`src/rtl/cube_if.sv`:
```
// Handshake and data bundle for the iterative cube unit: operand/start in, busy/result out.
interface cube_if #(
    parameter int WIDTH = 8
);
    logic [WIDTH-1:0]   x_bi;
    logic               start_i;
    logic               busy_o;
    logic [3*WIDTH-1:0] y_bo;

    modport master (output x_bi, output start_i, input busy_o, input y_bo);
    modport slave  (input x_bi, input start_i, output busy_o, output y_bo);
endinterface

```
`src/rtl/cube.sv`:
```
// Iterative unsigned cube y = x^3 using a radix-2 shift-add datapath, one multiplier bit per clock.
// Optional macro CUBE_EARLY_EXIT_EN ends each multiply phase once the remaining multiplier bits are zero.
module cube #(
    parameter int WIDTH = 8
) (
    input  logic  clk_i,
    input  logic  rst_i,
    cube_if.slave bus
);
    localparam int CW = $clog2(WIDTH) + 1;

    typedef enum logic [1:0] {
        IDLE = 2'd0,
        MUL1 = 2'd1,
        MUL2 = 2'd2,
        DONE = 2'd3
    } state_e;

    state_e             state_q, state_d;
    logic [WIDTH-1:0]   x_q, x_d;
    logic [3*WIDTH-1:0] mcand_q, mcand_d;
    logic [WIDTH-1:0]   mplier_q, mplier_d;
    logic [3*WIDTH-1:0] acc_q, acc_d;
    logic [CW-1:0]      cnt_q, cnt_d;
    logic [3*WIDTH-1:0] y_q, y_d;

    logic [3*WIDTH-1:0] sum_s;
    logic [WIDTH-1:0]   mplier_shr_s;
    logic [2*WIDTH-1:0] sq_s;
    logic               last_s;

    // Datapath step terms shared by both multiply phases
    always_comb begin
        sum_s        = mplier_q[0] ? (acc_q + mcand_q) : acc_q;
        mplier_shr_s = mplier_q >> 1;
        sq_s         = sum_s[2*WIDTH-1:0];
`ifdef CUBE_EARLY_EXIT_EN
        last_s       = (cnt_q == CW'(WIDTH - 1)) || (mplier_shr_s == {WIDTH{1'b0}});
`else
        last_s       = (cnt_q == CW'(WIDTH - 1));
`endif
    end

    // Next-state and register updates for the control FSM
    always_comb begin
        state_d  = state_q;
        x_d      = x_q;
        mcand_d  = mcand_q;
        mplier_d = mplier_q;
        acc_d    = acc_q;
        cnt_d    = cnt_q;
        y_d      = y_q;
        case (state_q)
            IDLE: begin
                if (bus.start_i) begin
                    x_d      = bus.x_bi;
                    mcand_d  = {{(2*WIDTH){1'b0}}, bus.x_bi};
                    mplier_d = bus.x_bi;
                    acc_d    = {(3*WIDTH){1'b0}};
                    cnt_d    = {CW{1'b0}};
                    state_d  = MUL1;
                end else begin
                    state_d  = IDLE;
                end
            end
            MUL1: begin
                if (last_s) begin
                    // The square (never wider than 2*WIDTH) becomes the multiplicand of phase two
                    mcand_d  = {{WIDTH{1'b0}}, sq_s};
                    mplier_d = x_q;
                    acc_d    = {(3*WIDTH){1'b0}};
                    cnt_d    = {CW{1'b0}};
                    state_d  = MUL2;
                end else begin
                    acc_d    = sum_s;
                    mcand_d  = mcand_q << 1;
                    mplier_d = mplier_shr_s;
                    cnt_d    = cnt_q + CW'(1);
                end
            end
            MUL2: begin
                if (last_s) begin
                    acc_d    = sum_s;
                    state_d  = DONE;
                end else begin
                    acc_d    = sum_s;
                    mcand_d  = mcand_q << 1;
                    mplier_d = mplier_shr_s;
                    cnt_d    = cnt_q + CW'(1);
                end
            end
            DONE: begin
                y_d     = acc_q;
                state_d = IDLE;
            end
            default: begin
                state_d = IDLE;
            end
        endcase
    end

    // State and datapath registers with synchronous reset
    always_ff @(posedge clk_i) begin
        if (rst_i) begin
            state_q  <= IDLE;
            x_q      <= {WIDTH{1'b0}};
            mcand_q  <= {(3*WIDTH){1'b0}};
            mplier_q <= {WIDTH{1'b0}};
            acc_q    <= {(3*WIDTH){1'b0}};
            cnt_q    <= {CW{1'b0}};
            y_q      <= {(3*WIDTH){1'b0}};
        end else begin
            state_q  <= state_d;
            x_q      <= x_d;
            mcand_q  <= mcand_d;
            mplier_q <= mplier_d;
            acc_q    <= acc_d;
            cnt_q    <= cnt_d;
            y_q      <= y_d;
        end
    end

    assign bus.busy_o = (state_q != IDLE);
    assign bus.y_bo   = y_q;
endmodule

```
`src/flat_wrapper.sv`:
```
// flat-port wrapper written by rule: the top's interface ports become plain ports
module cube_flat 
#(
    parameter int WIDTH = 8
)
  (clk_i, rst_i, bus_x_bi, bus_start_i, bus_busy_o, bus_y_bo);
  cube_if #(.WIDTH(WIDTH)) bus_i ();
  input  logic clk_i;
  input  logic rst_i;
  input wire logic [$bits(bus_i.x_bi)-1:0] bus_x_bi;
  input wire logic [$bits(bus_i.start_i)-1:0] bus_start_i;
  output wire logic [$bits(bus_i.busy_o)-1:0] bus_busy_o;
  output wire logic [$bits(bus_i.y_bo)-1:0] bus_y_bo;
  assign bus_i.x_bi = bus_x_bi;
  assign bus_i.start_i = bus_start_i;
  assign bus_busy_o = bus_i.busy_o;
  assign bus_y_bo = bus_i.y_bo;
  cube #(.WIDTH(WIDTH)) u_core (.clk_i(clk_i), .rst_i(rst_i), .bus(bus_i));
endmodule
```
`config.mk`:
```
export PLATFORM = sky130hd
export DESIGN_NAME = cube_flat
export DESIGN_NICKNAME = d
export VERILOG_FILES = /design/src/rtl/cube_if.sv /design/src/rtl/cube.sv /design/src/flat_wrapper.sv
export SDC_FILE = /design/constraint.sdc
export NUM_CORES = 1
export LEC_CHECK = 0
export CORE_MARGIN = 8
export CORE_UTILIZATION = 40
export DETAILED_ROUTE_END_ITERATION = 6
export PLACE_DENSITY = 0.65
export SLEW_MARGIN = 20
export SYNTH_ARGS = -nofsm -noshare
export SYNTH_HDL_FRONTEND = slang
export SYNTH_SLANG_ARGS = --single-unit
```
`constraint.sdc`:
```
create_clock -name clk_i -period 2.5 [get_ports clk_i]
set_input_delay 0.5 -clock clk_i [delete_from_list [all_inputs] [get_ports clk_i]]
set_output_delay 0.5 -clock clk_i [all_outputs]
set_load 0.01 [all_outputs]
```
==> impl_metrics.tcl <==
set metrics [dict create \
    synth_cell_types 57 \
    grt_pass1_vias 4495 \
    synth_edf_count 0 \
    synthCells 595 \
    ys.flop_type "dfxtp_1" \
    min_path_type "reg2reg" \
    wirelength_mm 13.3 \
    cts-buffers-inserted 9 \
    cts_tree "yes" \
    wl_per_cell_um 15.8 \
    yosysWarnings 0 \
    cts_root_buffer "clkbuf_16" \
    async_flop_share_pct 0 \
    fin_util_pct 51.5 \
    layout.nets 706 \
    pin_count 36 \
    syn_area_um2 5020 \
    core_um2 12400 \
    core.rowCount 41 \
    crit_slowest_cell "dfxtp_2" \
    max_slew_margin_pct 61.3 \
    power_frac_clock_pct 29.9 \
    die_area_um2 16400 \
    die_h_um 128 \
    die_w_um 128 \
    max_cap_violations 0 \
    ys_ff_latch 94 \
    ir_worst_vdd_mv 0.529 \
    startpoint_type "flop" \
    switching_share_pct 35.2 \
    tightestPinTransition_ps 580 \
    drc_errors 0 \
    layout_setup_ws_ps -127 \
    pwr-share-comb_pct 32.5 \
    ys_seq_area_share_pct 37.5 \
    power_density_nw_per_um2 736 \
    drtAntennaViolNets 0 \
    routabilityCongestion 0.934 \
    max_freq_mhz 381 \
    rsz0062_at_grt "yes" \
    p_int_mw 3.05 \
    grt_max_degree 45 \
    crit_required_ps 2750 \
    p_sw_mw 1.66 \
    clkSlewWorstSetupHoldPaths_ps 70 \
    drive_gt1_share_pct 17.2 \
    drv_slew 0 \
    synthToLayoutAreaGrowth_pct 27.5 \
    syn_avg_cell_area_um2 8.43 \
    cp_max_fo 3 \
    finalClockSkew_ps 5.76 \
    hold_viol_final 0 \
    post_drt_via_cell_ratio 5.49 \
    grt-ovfl-total 0 \
    n_fill_cell 1182 \
    crit_type "reg2reg" \
    clock_sinks 94 \
    slowest_delay_ps 360 \
    violations "setup timing" \
    vias 4614 \
    start_util_pct 40.4 \
    grt_first_pass_wirelength_mm 21.9 \
    period_share_pct 105 \
    mappedNetlistNets 637 \
    power.share.sequential_pct 37.6 \
    cp.arrival_ps 2870 \
    timing.final.crit_period_ps 2630 \
    setup_viol 9 \
    finalInstanceArea_um2 6400 \
    holdBufCountCts 0 \
    drt_first_iter_violations 300 \
    cp-end-kind "flop" \
    status "finished with violations" \
    clkLatencyLatePin_ps 360 \
    power.leakage_nw 2.44 \
    drt_first_pass_iters 5 \
    tns_ps -620 \
    insertedDiodeCount 0 \
    placed_cell_area_um2 5870 \
    grtUsageTotal_pct 16.7 \
    ctsHtreeMaxLevel 3 \
    antenna_found_initial 0 \
    portBuffers 35 \
    place_hpwl_mm 9.47 \
    clk_path_buf_depth 2 \
    crit_chain "ha_4 > inv_2 > fa_2 > nor2b_1 > o21ai_2 > a2111oi_4 > nor2_2 > and3_4 > o31ai_4 > o41ai_1 > xnor2_1 > a22o_1" \
]
==> stage by stage <==
step / hold WS, ps / power, mW / std cells / setup slack [ps]
2_1_floorplan: 436 / 2.72 / 595 / 0.218
3_3_place_gp: 445 / 3.22 / 817 / -141
3_5_place_dp: 448 / 3.26 / 817 / -217
4_1_cts: 458 / 4.69 / 835 / -53.2
5_1_grt: 484 / 4.97 / 841 / -227
6_report: 455 / 4.71 / 841 / -127
==> state kept, by name, indices dropped and copies added, names as in the netlist <==
name / count
u_core.mcand_q: 24
u_core.state_q: 2
u_core.acc_q: 24
u_core.cnt_q: 4
u_core.mplier_q: 8
u_core.x_q: 8
u_core.bus.y_bo: 24
==> area by class of cell <==
class                           instances  area (um2)  area share, %
Clock buffer                           13         260           4.07
Sequential cell                        94        1890           29.5
Inverter                               15        56.3          0.880
Multi-Input combinational cell        451        3130           48.8
Timing Repair Buffer                   93         813           12.7
Clock inverter                          3        42.5          0.665
Tap cell                              172         215           3.36
==> critical path, delay by kind of cell, from the launching register on <==
kind,cells,cell delay (ps)
compound gates,5,1040
xor+xnor,1,150
fa+ha+maj,2,470
buf+inv,1,30
flops,1,360
simple gates,3,460
==> synth_stat cells, types with 3 or more instances <==
| master | n | share of area (%) |
|---|---|---|
| o21a_1 | 3 | 0.45 |
| a222oi_1 | 5 | 1.0 |
| a311oi_1 | 3 | 0.52 |
| o21ai_0 | 18 | 1.8 |
| nand4_1 | 3 | 0.37 |
| nor2_1 | 88 | 6.6 |
| clkbuf_1 | 32 | 2.4 |
| and3_1 | 4 | 0.50 |
| nor3b_1 | 4 | 0.60 |
| xor2_1 | 4 | 0.70 |
| o22ai_1 | 3 | 0.37 |
| mux2_2 | 5 | 1.1 |
| inv_1 | 15 | 1.1 |
| a31oi_1 | 5 | 0.62 |
| a32oi_1 | 3 | 0.52 |
| nand3_1 | 23 | 2.3 |
| ha_1 | 30 | 7.5 |
| nand2b_1 | 4 | 0.50 |
| o21ai_1 | 3 | 0.30 |
| nor2b_1 | 4 | 0.50 |
| mux2i_1 | 27 | 5.4 |
| nor3_1 | 6 | 0.60 |
| and2_1 | 4 | 0.50 |
| a21o_1 | 6 | 0.90 |
| a21oi_1 | 57 | 5.7 |
| a22oi_1 | 34 | 5.1 |
| dfxtp_1 | 94 | 38 |
| a22o_1 | 6 | 1.0 |
| xnor2_1 | 12 | 2.1 |
| o211ai_1 | 8 | 1.2 |
| a211oi_1 | 7 | 1.0 |
| nand2_1 | 44 | 3.3 |
==> cells in the final DEF (no fill, tap or decap), drive strengths merged, types with 2 or more instances in the layout <==
cell type,count
dfxtp,94
nor2,88
buf,59
a21oi,57
nand2,44
clkdlybuf4s50,34
a22oi,34
ha,30
mux2i,27
nand3,23
o21ai,22
inv,15
clkbuf,13
xnor2,12
a211oi,9
o211ai,8
a21o,6
a22o,6
nor3,6
mux2,6
a222oi,5
nor3b,5
a31oi,5
nand2b,4
nor2b,4
and2,4
and3,4
xor2,4
o31ai,4
o21a,3
o22ai,3
a32oi,3
a311oi,3
nand4,3
and4,2
o21bai,2
or2,2
a221oi,2
nor4,2
==> power groups by stage <==
stage | combinational, mW | clock (mW) | sequential (mW)
after floorplan | 0.979 | 0 | 1.74
after global placement | 1.44 | 0 | 1.78
after detailed placement | 1.47 | 0 | 1.79
after CTS | 1.49 | 1.43 | 1.76
after global routing | 1.69 | 1.49 | 1.79
final | 1.53 | 1.41 | 1.77
==> path summary, 6_finish.rpt <==
path | startpoint | endpoint | slack (ps) | depth (start not counted)
max reg2reg | u_core.mcand_q[0] | u_core.acc_q[20] | -130 | 12
min | u_core.x_q[0] | u_core.x_q[0] | 460 | 2
max | u_core.mcand_q[0] | u_core.acc_q[20] | -130 | 12
min reg2reg | u_core.x_q[0] | u_core.x_q[0] | 460 | 2
==> routing by layer <==
| metal | up-vias | part of all wire, % | track usage (%) |
|---|---|---|---|
| li1 | 2307 | - | - |
| met1 | 2212 | 46 | 20.0 |
| met2 | 73 | 48 | 27.6 |
| met3 | 22 | 3.3 | 3.99 |
| met4 | 0 | 2.6 | 7.97 |
| met5 | - | 0 | 0 |
==> logic make-up (layout without fill, tap and decap cells) <==
family          after synthesis  after routing  share of synthesized area [%]
simple gates                194            194                           17.4
compound gates              177            177                           23.8
flops                        94             94                           37.5
buf+inv                      50            124                           3.77
mux                          33             33                           6.81
fa+ha+maj                    31             31                           7.88
xor+xnor                     16             16                           2.79
==> repair_timing <==
| item | 4_1_cts | 5_1_grt |
|---|---|---|
| setup buffers | 2 | 6 |
| gates resized for setup | 10 | 25 |
| pin swaps | 11 | 32 |
| endpoints found under the setup margin | 8 | 19 |
| hold endpoints to repair | 0 | 0 |
Power figures use the tool's default switching activity.
